==> src/rtl/ifetch_pkg.sv <==
// ifetch_pkg: shared fetch definitions (icache latency, fetch states, access sizes, in-flight tag)
package ifetch_pkg;
  localparam int ICACHE_LATENCY = 2;
  localparam logic [1:0] ACCESS_SZ_BYTE = 2'd0;
  localparam logic [1:0] ACCESS_SZ_HALF = 2'd1;
  localparam logic [1:0] ACCESS_SZ_WORD = 2'd2;
  typedef enum logic [1:0] {
    ST_RUN    = 2'd0,
    ST_REPLAY = 2'd1,
    ST_HALT   = 2'd2
  } fetch_state_t;
  typedef struct packed {
    logic        valid;
    logic [31:0] pc;
    logic        epoch;
  } inflight_t;
endpackage

==> src/rtl/ifetch_fifo.sv <==
// ifetch_fifo: synchronous count-based instruction queue with flush
module ifetch_fifo #(
  parameter int DEPTH = 4,
  parameter int W = 64
) (
  input  logic                   clk,
  input  logic                   rst,
  input  logic                   flush,
  input  logic                   push,
  input  logic [W-1:0]           wdata,
  input  logic                   pop,
  output logic [W-1:0]           rdata,
  output logic                   empty,
  output logic [$clog2(DEPTH):0] count
);
  localparam int AW = $clog2(DEPTH);
  logic [W-1:0] mem [DEPTH];
  logic [AW-1:0] wp, rp;
  logic do_push, do_pop;
  assign empty = count == '0;
  assign do_pop = pop && !empty;
  assign do_push = push && (count != (AW+1)'(DEPTH) || do_pop);
  assign rdata = empty ? '0 : mem[rp];
  always_ff @(posedge clk) if (do_push) mem[wp] <= wdata;
  always_ff @(posedge clk) begin
    if (rst || flush) begin
      wp <= '0;
      rp <= '0;
      count <= '0;
    end else begin
      if (do_push) wp <= wp + 1'b1;
      if (do_pop) rp <= rp + 1'b1;
      count <= count + (AW+1)'(do_push) - (AW+1)'(do_pop);
    end
  end
endmodule

==> src/rtl/ifetch_unit.sv <==
// ifetch_unit: fetch front end with epoch-tagged icache pipe, replay/halt on miss; IFETCH_PERF_EN adds perf counters
module ifetch_unit
  import ifetch_pkg::*;
#(
  parameter logic [31:0] RESET_PC = 32'h0000_0000,
  parameter int FIFO_DEPTH = 4,
  parameter int MAX_RETRY = 3
) (
  input  logic        clk,
  input  logic        rst,
  output logic        ic_re,
  output logic [31:0] ic_raddr,
  input  logic [31:0] ic_rdata,
  input  logic        ic_hit,
  input  logic        redirect_valid,
  input  logic [31:0] redirect_pc,
  output logic        inst_valid,
  input  logic        inst_ready,
  output logic [31:0] inst_data,
  output logic [31:0] inst_pc,
  output logic        fetch_fault,
  output logic [31:0] fault_pc
`ifdef IFETCH_PERF_EN
  ,
  output logic [31:0] perf_issue_cnt,
  output logic [31:0] perf_miss_cnt
`endif
);
  localparam int CW = $clog2(FIFO_DEPTH);
  localparam int RW = $clog2(MAX_RETRY + 1);
  fetch_state_t state, state_n;
  inflight_t pipe [ICACHE_LATENCY];
  inflight_t resp;
  logic [31:0] pc;
  logic [63:0] head;
  logic epoch, req_epoch, cur, miss, push, pop, issue, kill, last_try, bad_target, empty;
  logic [RW-1:0] retry_cnt;
  logic [CW:0] fifo_count;
  int inflight;
  assign resp = pipe[ICACHE_LATENCY-1];
  assign bad_target = redirect_pc[1:0] != 2'b00;
  assign last_try = int'(retry_cnt) + 1 >= MAX_RETRY;
  assign inst_valid = !empty;
  assign inst_pc = head[63:32];
  assign inst_data = head[31:0];
  assign kill = redirect_valid || miss;
  always_comb begin
    inflight = int'(ic_re);
    for (int i = 0; i < ICACHE_LATENCY; i++) inflight += int'(pipe[i].valid);
    cur = resp.valid && resp.epoch == epoch;
    miss = cur && !ic_hit && !redirect_valid;
    push = cur && ic_hit && !redirect_valid;
    pop = inst_valid && inst_ready && !redirect_valid;
    issue = state == ST_RUN && !redirect_valid && !miss && int'(fifo_count) + inflight < FIFO_DEPTH;
    state_n = redirect_valid ? (bad_target ? ST_HALT : ST_RUN) :
              miss ? (last_try ? ST_HALT : ST_REPLAY) :
              state == ST_REPLAY ? ST_RUN : state;
  end
  always_ff @(posedge clk) state <= rst ? ST_RUN : state_n;
  always_ff @(posedge clk) begin
    if (rst) begin
      pc <= RESET_PC;
      epoch <= 1'b0;
      req_epoch <= 1'b0;
      ic_re <= 1'b0;
      ic_raddr <= '0;
      retry_cnt <= '0;
      fetch_fault <= 1'b0;
      fault_pc <= '0;
      for (int i = 0; i < ICACHE_LATENCY; i++) pipe[i] <= '0;
    end else begin
      ic_re <= issue;
      pipe[0] <= '{valid: ic_re && !kill, pc: ic_raddr, epoch: req_epoch};
      for (int i = 1; i < ICACHE_LATENCY; i++) pipe[i] <= '{valid: pipe[i-1].valid && !kill, pc: pipe[i-1].pc, epoch: pipe[i-1].epoch};
      if (issue) begin
        ic_raddr <= pc;
        req_epoch <= epoch;
        pc <= pc + 32'd4;
      end
      if (redirect_valid) begin
        pc <= redirect_pc;
        epoch <= ~epoch;
        retry_cnt <= '0;
        fetch_fault <= bad_target;
        if (bad_target) fault_pc <= redirect_pc;
      end else if (miss) begin
        pc <= resp.pc;
        epoch <= ~epoch;
        retry_cnt <= retry_cnt + 1'b1;
        if (last_try) begin
          fetch_fault <= 1'b1;
          fault_pc <= resp.pc;
        end
      end else if (push) begin
        retry_cnt <= '0;
      end
    end
  end
  ifetch_fifo #(.DEPTH(FIFO_DEPTH), .W(64)) u_fifo (
    .clk   (clk),
    .rst   (rst),
    .flush (redirect_valid),
    .push  (push),
    .wdata ({resp.pc, ic_rdata}),
    .pop   (pop),
    .rdata (head),
    .empty (empty),
    .count (fifo_count)
  );
`ifdef IFETCH_PERF_EN
  always_ff @(posedge clk) begin
    if (rst) begin
      perf_issue_cnt <= '0;
      perf_miss_cnt <= '0;
    end else begin
      perf_issue_cnt <= perf_issue_cnt + 32'(ic_re);
      perf_miss_cnt <= perf_miss_cnt + 32'(cur && !ic_hit);
    end
  end
`endif
endmodule

==> config.mk <==
export PLATFORM = sky130hd
export DESIGN_NAME = ifetch_unit
export DESIGN_NICKNAME = d
export VERILOG_FILES = /design/src/rtl/ifetch_pkg.sv /design/src/rtl/ifetch_fifo.sv /design/src/rtl/ifetch_unit.sv
export SDC_FILE = /design/constraint.sdc
export NUM_CORES = 1
export LEC_CHECK = 0
export CAP_MARGIN = 10
export CORE_ASPECT_RATIO = 1.5
export CORE_MARGIN = 4
export CORE_UTILIZATION = 56
export DETAILED_ROUTE_END_ITERATION = 10
export MAX_ROUTING_LAYER = met4
export PLACE_DENSITY = 0.77
export SLEW_MARGIN = 5
export SYNTH_ARGS = -nofsm -noshare
export SYNTH_HDL_FRONTEND = slang
export SYNTH_SLANG_ARGS = --single-unit
==> constraint.sdc <==
create_clock -name clk -period 4.15 [get_ports clk]
set_clock_uncertainty 0.2 [all_clocks]
set_input_delay 0.415 -clock clk [delete_from_list [all_inputs] [get_ports clk]]
set_output_delay 0.415 -clock clk [all_outputs]
set_load 0.01 [all_outputs]
; ---- Word-level counts from Yosys, hierarchy flattened
; Memory sizes are Yosys's and may differ from the RTL's. A register that Yosys moved wholly into a read port is not among the register bits.
; Index checks and enable logic that the tools add are counted.
[word_totals]
reg_bits = 111
ram_bits = 324
out_inout_bits = 131
elab_cells = 95
n_memories = 2
[memory_table]
columns = memory, depth, width, rd, rd_clocked_by_memory_dff, write_ports, line
row1 = u_fifo.mem, 4, 64, 1, 1, 1, ifetch_fifo.sv:17  ; logic [W-1:0] mem [DEPTH];
row2 = pipe, 2, 34, 2, 0, 2, ifetch_unit.sv:32  ; inflight_t pipe [ICACHE_LATENCY];
[op_classes]
addsub = 10
n_lt_le_gt_ge = 2
eq_ne = 4
n_mux = 29
n_bitwise = 3
reduce_logical = 33
[op_table]
columns = operator, count
row1 = $mux W32, 7
row2 = $mux W34, 2
row3 = $mux W64, 1
row4 = $add A32 B3 Y32 const B, 1
row5 = $mux W2, 9
row6 = $logic_and A1 B1 Y1, 14
row7 = $mux W1, 10
row8 = $reduce_bool A2 Y1, 4
row9 = $add A2 B1 Y2 const B, 3
row10 = $reduce_bool A3 Y1, 2
row11 = $logic_not A1 Y1, 5
row12 = $add A3 B3 Y4, 1
row13 = $lt A4 B3 Y1 const B, 1
row14 = $add A2 B1 Y3, 1
row15 = $add A2 B1 Y3 const B, 1
row16 = $add A3 B1 Y3, 1
row17 = $ge A3 B2 Y1 const B, 1
row18 = $logic_not A3 Y1, 1
row19 = $logic_or A1 B1 Y1, 3
row20 = $ne A3 B3 Y1 const B, 1
row21 = $reduce_and A3 Y1, 1
row22 = $sub A3 B1 Y3, 1
row23 = $add A1 B1 Y2, 1
row24 = $eq A2 B1 Y1 const B, 1
row25 = other kinds (7), 8

; ---- Depth between registers and ports, before layout
; Gate-level depths: netlist (run 1).
; An unclocked memory read counts as a cell.
[depth]
depth_word = 11
ltp_mapped = 10
ltp_nobuf = 9

; ---- Hierarchy
; Synthesis (run 1) repeated with hierarchy kept, for this count alone.
[hier_totals]
cells_unflattened = 1158
hier_area_um2 = 17026.3
[by_module_without_submodules]
columns = mod, n_inst, cells_each, area_per_inst_um2
row1 = ifetch_fifo, 1, 453, 10149.7
row2 = ifetch_unit, 1, 705, 6876.6

; ---- Worst setup path before layout (run 1)
; No wires, ideal clock.
[synth_path]
path_kind = flip-flop to flip-flop
startpoint = register epoch
endpoint = memory u_fifo.mem[1][0], enable pin
setup_ns = 0.429
arrival_time_ns = 2.903
t_required_ns = 3.521
slack_ns = 0.619
path_stages_with_launch = 5
synth_period_minus_slack_ns = 3.531
cell_sequence = dfxtp_1 -> xnor2_1 -> nand2_1 -> nor4b_2 -> and2_1
[synth_via]
elab_chain_len = 7
[synth_rtl]
columns = item, line
row1 = start: declaration, ifetch_unit.sv:36  ; logic epoch, req_epoch, cur, miss, push, pop, issue, kill, last_try, bad_target, empty;
row2 = start signal: assignment, ifetch_unit.sv:82  ; epoch <= ~epoch;
row3 = start signal: assignment, ifetch_unit.sv:88  ; epoch <= ~epoch;
row4 = $eq A1 B1 Y1, ifetch_unit.sv:50  ; cur = resp.valid && resp.epoch == epoch;
row5 = $logic_and A1 B1 Y1, ifetch_unit.sv:50
row6 = $logic_and A1 B1 Y1 (2 in series), ifetch_unit.sv:52  ; push = cur && ic_hit && !redirect_valid;
row7 = $logic_and A1 B1 Y1, ifetch_fifo.sv:22  ; assign do_push = push && (count != (AW+1)'(DEPTH) || do_pop);
row8 = via u_fifo.do_push, ifetch_fifo.sv:19  ; logic do_push, do_pop;
row9 = $mux W1, ifetch_fifo.sv:24  ; always_ff @(posedge clk) if (do_push) mem[wp] <= wdata;
row10 = $mux W1 (not written as such), ifetch_fifo.sv:24
row11 = end: declaration, ifetch_fifo.sv:17
; The timed path passes the listed nets, and every way through them passes these cells.

==> results of run 1 <==
-- cells by family after synthesis --
family                   Yosys count
adder cells (fa/ha/maj)           11
multiplexers                      92
flip-flops                       437
XOR/XNOR                           8
buffers and inverters             87
AND/OR/NAND/NOR                  400
AO/OA/AOI/OAI                    186
-- layer usage --
layer	up-vias	GRT usage [%]	share of wire, %
met4	0	8.66	3.2
met2	318	39.7	52
met3	70	3.23	4.6
met5	-	-	0
li1	4932	-	-
met1	5251	29.5	40
-- flip-flops by register name (all words and copies together) (netlist names), named ones only --
name          cells
u_fifo.count      3
fetch_fault       1
state             2
pipe             68
fault_pc         32
ic_raddr         32
pc               32
req_epoch         1
u_fifo.wp         2
u_fifo.mem      256
epoch             1
u_fifo.rp         2
ic_re             1
retry_cnt         2
-- through the flow --
stage | instance area [um^2] | utilization (%)
2_1_floorplan | 17000 | -
3_3_place_gp | 19400 | 65.5
3_5_place_dp | 19400 | 65.5
4_1_cts | 20800 | 70.1
5_1_grt | 20800 | 70.1
6_report | 20800 | 70.1
-- cells in the mapped netlist (9+ instances only) --
library cell	n	area, um^2
buf_2	21	105
dfxtp_1	181	3620
a21oi_1	51	255
clkbuf_1	54	203
and2_1	74	463
o21ai_0	15	75.1
nand3_1	14	70.1
nand2_1	108	405
and3_1	10	62.6
nor4_1	9	56.3
inv_1	10	37.5
nor2_1	76	285
mux2i_1	28	280
edfxtp_1	256	7690
nor2b_1	67	419
nor3_1	11	55.1
a211oi_1	42	315
ha_1	9	113
mux4_2	64	1440
-- power groups by stage --
| stage | registers (mW) | logic, mW | clock network (mW) |
|---|---|---|---|
| floorplan | 4.79 | 0.202 | 0 |
| global placement | 4.80 | 0.424 | 0 |
| detailed placement | 4.80 | 0.430 | 0 |
| CTS | 4.70 | 0.434 | 3.85 |
| global route | 4.71 | 0.471 | 4.03 |
| finish | 4.71 | 0.432 | 3.79 |
-- layout make-up --
| cell class | count | area, um^2 | area share [%] |
|---|---|---|---|
| sequential | 437 | 11300 | 54.4 |
| antenna | 2 | 5.00 | 0.0241 |
| inverter | 10 | 37.5 | 0.180 |
| timing repair buffer | 223 | 2240 | 10.8 |
| multi-input combinational | 697 | 5350 | 25.7 |
| clock inverter | 19 | 264 | 1.27 |
| tap | 395 | 494 | 2.38 |
| clock buffer | 48 | 1100 | 5.27 |
-- worst paths after layout --
path,depth (start not counted),to,slack [ns],from
min,1,pipe[0][50],0.23,pipe[0][16]
max,4,inst_pc[18],0.71,flip-flop
min reg2reg,1,pipe[0][50],0.23,pipe[0][16]
max reg2reg,6,fault_pc[27],1.18,epoch
==> flow_summary.json, run 1 <==
{
  "num_rows": 77,
  "critical_path_class": "flip-flop to primary output",
  "p_int_mw": 7.10,
  "pwr-share-clk_pct": 42.5,
  "synth_top_family_by_area": "simple AND/OR/NAND/NOR gates",
  "ioPinCount": 200,
  "antenna_found_initial": 2,
  "die_h_um": 221,
  "yosys.area_share.simple_pct": 12.3,
  "chipWidth_um": 150,
  "num_vias": 10571,
  "numPortBuffers": 199,
  "final_cell_mix": "edfxtp_1, clkdlybuf4s50_1, dfxtp_1, nand2_1, nor2_1",
  "swShare_pct": 20.6,
  "power_density_nw_per_um2": 429,
  "postCtsHoldBufs": 0,
  "cp_slowest_stage_delay_ns": 0.69,
  "power.leakage_nw": 6.98,
  "cts_buffers": 39,
  "synth_cells": 1221,
  "yosysWarningCount": 0,
  "cts_max_path_buffers": 3,
  "cp-start-kind": "flip-flop",
  "drc": 0,
  "holdWs_ns": 0.232,
  "dieArea_um2": 33200,
  "fin_crit_ns": 3.44,
  "finalCritPeriodShare_pct": 82.9,
  "place_ws_ns": 0.903,
  "critPathBufInv": 2,
  "post_cts_buffers": 0,
  "combPwrFrac_pct": 4.8,
  "muxShareOfSynthArea_pct": 10.1,
  "setup_ws_ns": 0.711,
  "grt.overflow.total": 0,
  "htreeDepth": 2,
  "nets": 1488,
  "ant_nets": 0,
  "area_growth_pct": 22.4,
  "post_cts_resized": 0,
  "crit_fanout": 26,
  "insertion_delay_ns": 0.54,
  "synthesis.area_um2": 17000,
  "synth-main-ff-cell": "edfxtp_1",
  "synth_seq_area_share_pct": 66.6,
  "pwr-share-seq_pct": 52.7,
  "async_flop_share_pct": 0,
  "via_per_inst": 5.77,
  "cts.sink_count": 437,
  "cpMaxStageDelayCell": "dfxtp_4",
  "fill_cells": 2140,
  "drive_above_1_share_pct": 12.1,
  "dr.first_iter.drc_count": 751,
  "hold_path_class": "flip-flop to flip-flop",
  "rsz0062_at_grt": "false",
  "synth_compound_area_share_pct": 7.64,
  "synth_xor_area_share_pct": 0.412,
  "gp_congestion": 0.910,
  "yosys.area_share.adder_pct": 0.899,
  "wl_mm": 38.0,
  "initial_core_util_pct": 57.3,
  "fmax_ghz": 0.291,
  "synth-seq-cells": 437,
  "slew_violations": 0,
  "status": "completed",
  "cts_root_buf": "clkbuf_16",
  "total_power_mw": 8.93,
  "hold_violations": 0,
  "synth.distinct_cells": 70,
  "path_cells": "buf_4 > mux4_2 > and2_1 > clkdlybuf4s50_1",
  "vdd_ir_drop_max_v": 0.000433,
  "dp_hpwl_mm": 25.0,
  "clk_pin_slew_ns": 0.07,
  "fin_cells": 1831,
  "wire_per_inst_um": 20.7,
  "track_usage_pct": 23.7,
  "cap_violations": 0,
  "coreArea_um2": 29700,
  "synth_edf_count": 256,
  "path_delay_family": "buffers and inverters",
  "final_common_cell": "edfxtp_1",
  "tns_ns": 0,
  "place_inst": 1762,
  "synth_fp_nets": 1301,
  "grt_pass1_vias": 10751,
  "tightest_slew_ns": 1.01,
  "grt_pass1_wl_mm": 60.1,
  "cp.required_ns": 3.53,
  "syn_area_per_cell_um2": 13.9,
  "worstSetupEndpointType": "primary output",
  "tritoncts": "done",
  "grt_max_degree": 101,
  "p_switching_mw": 1.84,
  "max_slew_margin_pct": 32.4,
  "crit_arrival_ns": 2.82,
  "setup_violations": 0,
  "drt_first_pass_iters": 5
}
No activity file was read; power rests on OpenSTA's default activity.
==> run 2, diff against run 1 <==
- CORE_UTILIZATION: 56 -> 50
- PLACE_DENSITY: 0.77 -> 0.72
- clock period: 4.15 -> 3 ns (I/O delays scaled with it)
==> flow_summary.json, run 2 (synthesis gave the netlist of run 1 again) <==
{
  "status": "completed",
  "placed_cell_area_um2": 19700,
  "tritoncts": "done",
  "dr.first_iter.drc_count": 664,
  "ioPinCount": 200,
  "wire_per_inst_um": 21.3,
  "crit_fanout": 18,
  "largest_register": "u_fifo.mem",
  "cp-start-kind": "flip-flop",
  "fmax_ghz": 0.344,
  "pwr-share-seq_pct": 54.9,
  "finalCritPeriodShare_pct": 96.9,
  "num_rows": 82,
  "critical_path_class": "flip-flop to primary output",
  "grt_max_degree": 65,
  "cts.sink_count": 437,
  "cts_max_path_buffers": 3,
  "grt_pass1_wl_mm": 61.7,
  "vdd_ir_drop_max_v": 0.000424,
  "cts_buffers": 40,
  "p_switching_mw": 2.53,
  "grt_pass1_vias": 10955,
  "gp_congestion": 0.882,
  "drc": 0,
  "slew_violations": 0,
  "final_common_cell": "edfxtp_1",
  "cp.required_ns": 2.50,
  "insertion_delay_ns": 0.54,
  "dp_hpwl_mm": 26.5,
  "cap_violations": 0,
  "via_per_inst": 5.66,
  "tightest_slew_ns": 0.633,
  "power.leakage_nw": 7.36,
  "pwr-share-clk_pct": 39.9,
  "numPortBuffers": 199,
  "fin_crit_ns": 2.91,
  "ant_nets": 0,
  "tns_ns": 0,
  "swShare_pct": 21.3,
  "grt.overflow.total": 0,
  "final_cell_mix": "edfxtp_1, clkdlybuf4s50_1, dfxtp_1, nand2_1, nor2_1",
  "p_int_mw": 9.33,
  "area_growth_pct": 23.4,
  "cts_root_buf": "clkbuf_16",
  "setup_violations": 0,
  "nets": 1509,
  "combPwrFrac_pct": 5.3,
  "clk_pin_slew_ns": 0.06,
  "max_slew_margin_pct": 57.8,
  "chipWidth_um": 159,
  "total_power_mw": 11.9,
  "worstSetupEndpointType": "primary output",
  "num_vias": 10632,
  "coreArea_um2": 33400,
  "htreeDepth": 2,
  "top_regs": "u_fifo.mem (256), pipe (68)",
  "crit_arrival_ns": 2.41,
  "drive_above_1_share_pct": 12.5,
  "antenna_found_initial": 0,
  "power_density_nw_per_um2": 566,
  "design_area_um2": 21000,
  "diodes": 0,
  "hold_path_class": "input pin to flip-flop",
  "post_cts_buffers": 0,
  "hold_violations": 0,
  "utilization_pct": 62.7,
  "initial_core_util_pct": 50.8,
  "track_usage_pct": 22.2,
  "drt_first_pass_iters": 5,
  "dieArea_um2": 37100,
  "wl_mm": 40.0,
  "die_h_um": 234,
  "largest_reg_flops": 256
}
-- run 2: layout make-up --
| cell class | instances | area (um^2) |
|---|---|---|
| multi-input combinational | 697 | 5350 |
| timing repair buffer | 243 | 2550 |
| sequential | 437 | 11300 |
| clock inverter | 16 | 106 |
| inverter | 10 | 37.5 |
| clock buffer | 54 | 1080 |
| tap | 420 | 526 |
| fill | 2536 | 12500 |
-- run 2: path summary, 6_finish.rpt --
path / from / endpoint / slack, ns / depth (start not counted)
setup / recovery: flip-flop / inst_pc[10] / 0.09 / 4
setup reg to reg: ic_re / pc[31] / 0.24 / 8
hold / removal: redirect_valid / u_fifo.wp[0] / 0.18 / 5
hold reg to reg: pipe[0][11] / pipe[0][45] / 0.24 / 1
-- run 2: timing repair --
| action | 4_1_cts | 5_1_grt |
|---|---|---|
| resized for setup | 2 | 18 |
| endpoints found under the setup margin | 45 | 38 |
| endpoints found under the hold margin | 1 | 0 |
| cloned | 1 | 1 |
| hold buffers | 1 | 0 |
-- run 2: stage by stage --
step / instances / hold WS (ns) / setup slack [ns]
floorplan: 1221 / 0.199 / 0.144
global placement: 1804 / 0.217 / 0.297
detailed placement: 1804 / 0.224 / 0.226
CTS: 1876 / 0.153 / 0.0128
global route: 1877 / 0.185 / -0.00902
finish: 1877 / 0.182 / 0.0917
-- run 2: power by group through the flow --
stage / sequential (mW) / combinational, mW / clock (mW)
after floorplan: 6.63 / 0.280 / 0
after global routing: 6.51 / 0.680 / 5.09
after global placement: 6.63 / 0.617 / 0
after CTS: 6.50 / 0.632 / 4.83
after detailed placement: 6.63 / 0.627 / 0
final: 6.51 / 0.626 / 4.73
-- run 2: layer usage --
metal / wire length [um] / vias up / part of all wire (%) / GRT usage, %
li1: - / 4988 / - / -
met1: 16300 / 5276 / 41 / 27.5
met2: 20600 / 282 / 52 / 37.5
met3: 1660 / 86 / 4.2 / 2.99
met4: 1430 / 0 / 3.6 / 7.90
met5: 0 / - / 0 / -
-- run 2: critical path: stages (launching register included) --
cell,delay [ns]
dfxtp_4,0.47
buf_12,0.22
mux4_2,0.50
and2_1,0.16
clkdlybuf4s50_1,0.51
==> run 3, diff against run 2 <==
- CTS_CLUSTER_SIZE: unset -> 8
- SLEW_MARGIN: 5 -> unset
- SYNTH_HIERARCHICAL: unset -> 1
==> flow_summary.json, run 3 <==
{
  "status": "completed",
  "nets": 1484,
  "synth_fp_nets": 1239,
  "drc": 0,
  "postCtsHoldBufs": 0,
  "place_inst": 1761,
  "via_per_inst": 5.73,
  "yosysWarningCount": 6,
  "cp.required_ns": 3.27,
  "synth.most_common_cell": "edfxtp_1",
  "worstHoldStart": "redirect_valid",
  "max_slew_margin_pct": 57.1,
  "dieArea_um2": 37100,
  "hold_path_class": "input pin to flip-flop",
  "worstReg2RegEnd": "u_fifo/count[2]",
  "grt_pass1_wl_mm": 60.5,
  "combPwrFrac_pct": 5.2,
  "grt_pass1_vias": 10836,
  "crit_fanout": 4,
  "slew_violations": 0,
  "wire_per_inst_um": 21.2,
  "insertion_delay_ns": 0.59,
  "netlist.area_leader.share_pct": 45.1,
  "antenna_found_initial": 0,
  "drive_above_1_share_pct": 15.6,
  "dr.first_iter.drc_count": 615,
  "coreArea_um2": 33500,
  "initial_core_util_pct": 50.7,
  "grt_max_degree": 66,
  "largest_reg_flops": 256,
  "finalCritPeriodShare_pct": 99.4,
  "dp_hpwl_mm": 26.3,
  "multi_input_area_um2": 5310,
  "critPathBufInv": 4,
  "p_int_mw": 10.5,
  "synth_seq_area_share_pct": 66.4,
  "fmax_ghz": 0.335,
  "async_flop_share_pct": 0,
  "cts_max_path_buffers": 3,
  "synth.distinct_cells": 78,
  "synthTopCellsByArea": "edfxtp_1, dfxtp_1, mux4_2",
  "ant_nets": 0,
  "crit_arrival_ns": 3.25,
  "hold_violations": 0,
  "holdPathStages": 5,
  "regArea_um2": 11300,
  "cpMaxStageDelayCell": "or4b_4",
  "synth_cells": 1158,
  "gp_congestion": 0.875,
  "pwr-share-clk_pct": 45.1,
  "yosys.area.top_type": "edfxtp_1",
  "die_h_um": 234,
  "synthesis.area_um2": 17000,
  "cts_root_buf": "clkbuf_16",
  "synth_common_cells": "edfxtp_1, dfxtp_1, nor2b_1",
  "synth-seq-cells": 437,
  "tns_ns": 0,
  "power_density_nw_per_um2": 614,
  "chipWidth_um": 159,
  "post_cts_buffers": 0,
  "placed_cell_area_um2": 19800,
  "tritoncts": "done",
  "pwr-share-seq_pct": 49.8,
  "drt_first_pass_iters": 5,
  "htreeDepth": 2,
  "worstSetupEndpointType": "flip-flop",
  "top_regs": "u_fifo/mem (256), pipe (68)",
  "design_area_um2": 21500,
  "cts.sink_count": 437,
  "path_delay_family": "simple AND/OR/NAND/NOR gates",
  "cp_slowest_stage_delay_ns": 0.53,
  "cp-start-kind": "flip-flop",
  "grt.overflow.total": 0,
  "track_usage_pct": 21.7,
  "num_vias": 10596,
  "final_cell_mix": "edfxtp_1, dfxtp_1, clkdlybuf4s50_1, nor2b_1, mux4_2",
  "fill_cells": 2447,
  "tightest_slew_ns": 0.643,
  "r2r_start": "u_fifo/count[0]",
  "power.leakage_nw": 7.83,
  "rsz0062_at_grt": "true",
  "setup_violations": 0,
  "synth_edf_count": 256,
  "wl_mm": 39.2,
  "swShare_pct": 20.9,
  "cts_buffers": 60,
  "fin_crit_ns": 2.98,
  "largest_register": "u_fifo/mem",
  "path_cells": "nor3_4 > inv_4 > and3_4 > or4b_4 > and2_4 > inv_2 > ha_4 > inv_2 > ha_4 > inv_2 > fa_2 > xnor2_2 > xnor2_1 > and2_1",
  "final_common_cell": "edfxtp_1",
  "reg2reg_depth": 14,
  "numPortBuffers": 199,
  "hold_end": "u_fifo/wp[1]",
  "ioPinCount": 200,
  "num_rows": 82,
  "r2r_slack_ns": 0.02,
  "p_switching_mw": 2.76,
  "clk_pin_slew_ns": 0.06,
  "cp_common_cell": "inv_2",
  "vdd_ir_drop_max_v": 0.000475,
  "diodes": 0,
  "cap_violations": 0,
  "area_growth_pct": 26.4,
  "synth-main-ff-cell": "edfxtp_1",
  "critical_path_class": "flip-flop to flip-flop",
  "fin_cells": 1848,
  "syn_area_per_cell_um2": 14.7
}
==> run 3: cell count changes after synthesis, moves of 9 or more <==
cell      change
o22a_1       +21
nor2b_1      +65
a21oi_1      -24
clkbuf_1     -23
buf_6         +9
and2_1       -68
nand2_1      -49
nor2_1       -21
==> run 3: metal layers <==
metal	vias up	track usage (%)	wire length (um)	share of wire, %
li1	4898	-	-	-
met1	5203	25.7	15200	39
met2	397	36.8	20300	52
met3	98	3.25	2120	5.4
met4	0	9.23	1600	4.1
met5	-	-	0	0
==> run 3: final cells by class <==
type / instances / share of cell area (%)
Multi-Input combinational cell: 633 / 24.7
Tap cell: 420 / 2.44
Timing Repair Buffer: 253 / 12.3
Clock buffer: 84 / 7.49
Sequential cell: 437 / 52.6
Inverter: 18 / 0.326
Clock inverter: 3 / 0.105
==> run 3: kinds of logic after synthesis <==
kind of cell / count (synthesis) / share of synthesized area [%]
AOI/OAI and AO/OA: 185 / 8.19
xor gates and xnor gates: 9 / 0.617
adders and majority gates: 12 / 0.970
buffers and inverters: 88 / 2.64
DFF: 437 / 66.4
muxes: 93 / 10.2
and+or+nand+nor: 334 / 11.0
==> run 3: power groups by stage <==
stage                     Clock (mW)  Combinational [mW]  Sequential, mW
after floorplan                    0               0.311            6.68
after global placement             0               0.675            6.68
after detailed placement           0               0.686            6.69
after CTS                       6.11               0.691            6.57
after global routing            6.35               0.740            6.58
final                           5.95               0.687            6.58
==> run 3: repair_timing <==
item / 4_1_cts / 5_1_grt
pin swaps: 4 / 1
gates resized for setup: 8 / 27
endpoints found under the setup margin: 65 / 33
==> run 3: worst register-to-register path: stages (launching register included) <==
cell and delay (ns):
dfxtp_2 0.33, nor3_4 0.23, inv_4 0.04, and3_4 0.16
or4b_4 0.53, and2_4 0.18, inv_2 0.06, ha_4 0.19
inv_2 0.06, ha_4 0.12, inv_2 0.03, fa_2 0.34
xnor2_2 0.14, xnor2_1 0.12, and2_1 0.14
==> run 3: worst max path at each step <==
stage,end,slack (ns),cells after the start,from
2_1_floorplan,u_fifo/count[2],-0.19,15,u_fifo/count[0]
3_3_place_gp,u_fifo/count[2],-0.19,13,inst_ready
3_5_place_dp,u_fifo/count[2],-0.20,13,inst_ready
4_1_cts,inst_pc[19],-0.005,4,flip-flop
5_1_grt,u_fifo/count[2],-0.06,14,u_fifo/count[0]
6_report,u_fifo/count[2],0.02,14,u_fifo/count[0]
==> run 3: metrics by stage <==
| stage | hold WS (ns) | power (mW) | utilization (%) | setup slack [ns] |
|---|---|---|---|---|
| floorplan | 0.167 | 6.99 | - | -0.193 |
| global placement | 0.217 | 7.36 | 59.0 | -0.192 |
| detailed placement | 0.222 | 7.37 | 59.0 | -0.200 |
| CTS | 0.00343 | 13.4 | 63.9 | -0.00502 |
| global route | 0.0248 | 13.7 | 64.1 | -0.0614 |
| finish | 0.0194 | 13.2 | 64.1 | 0.0173 |
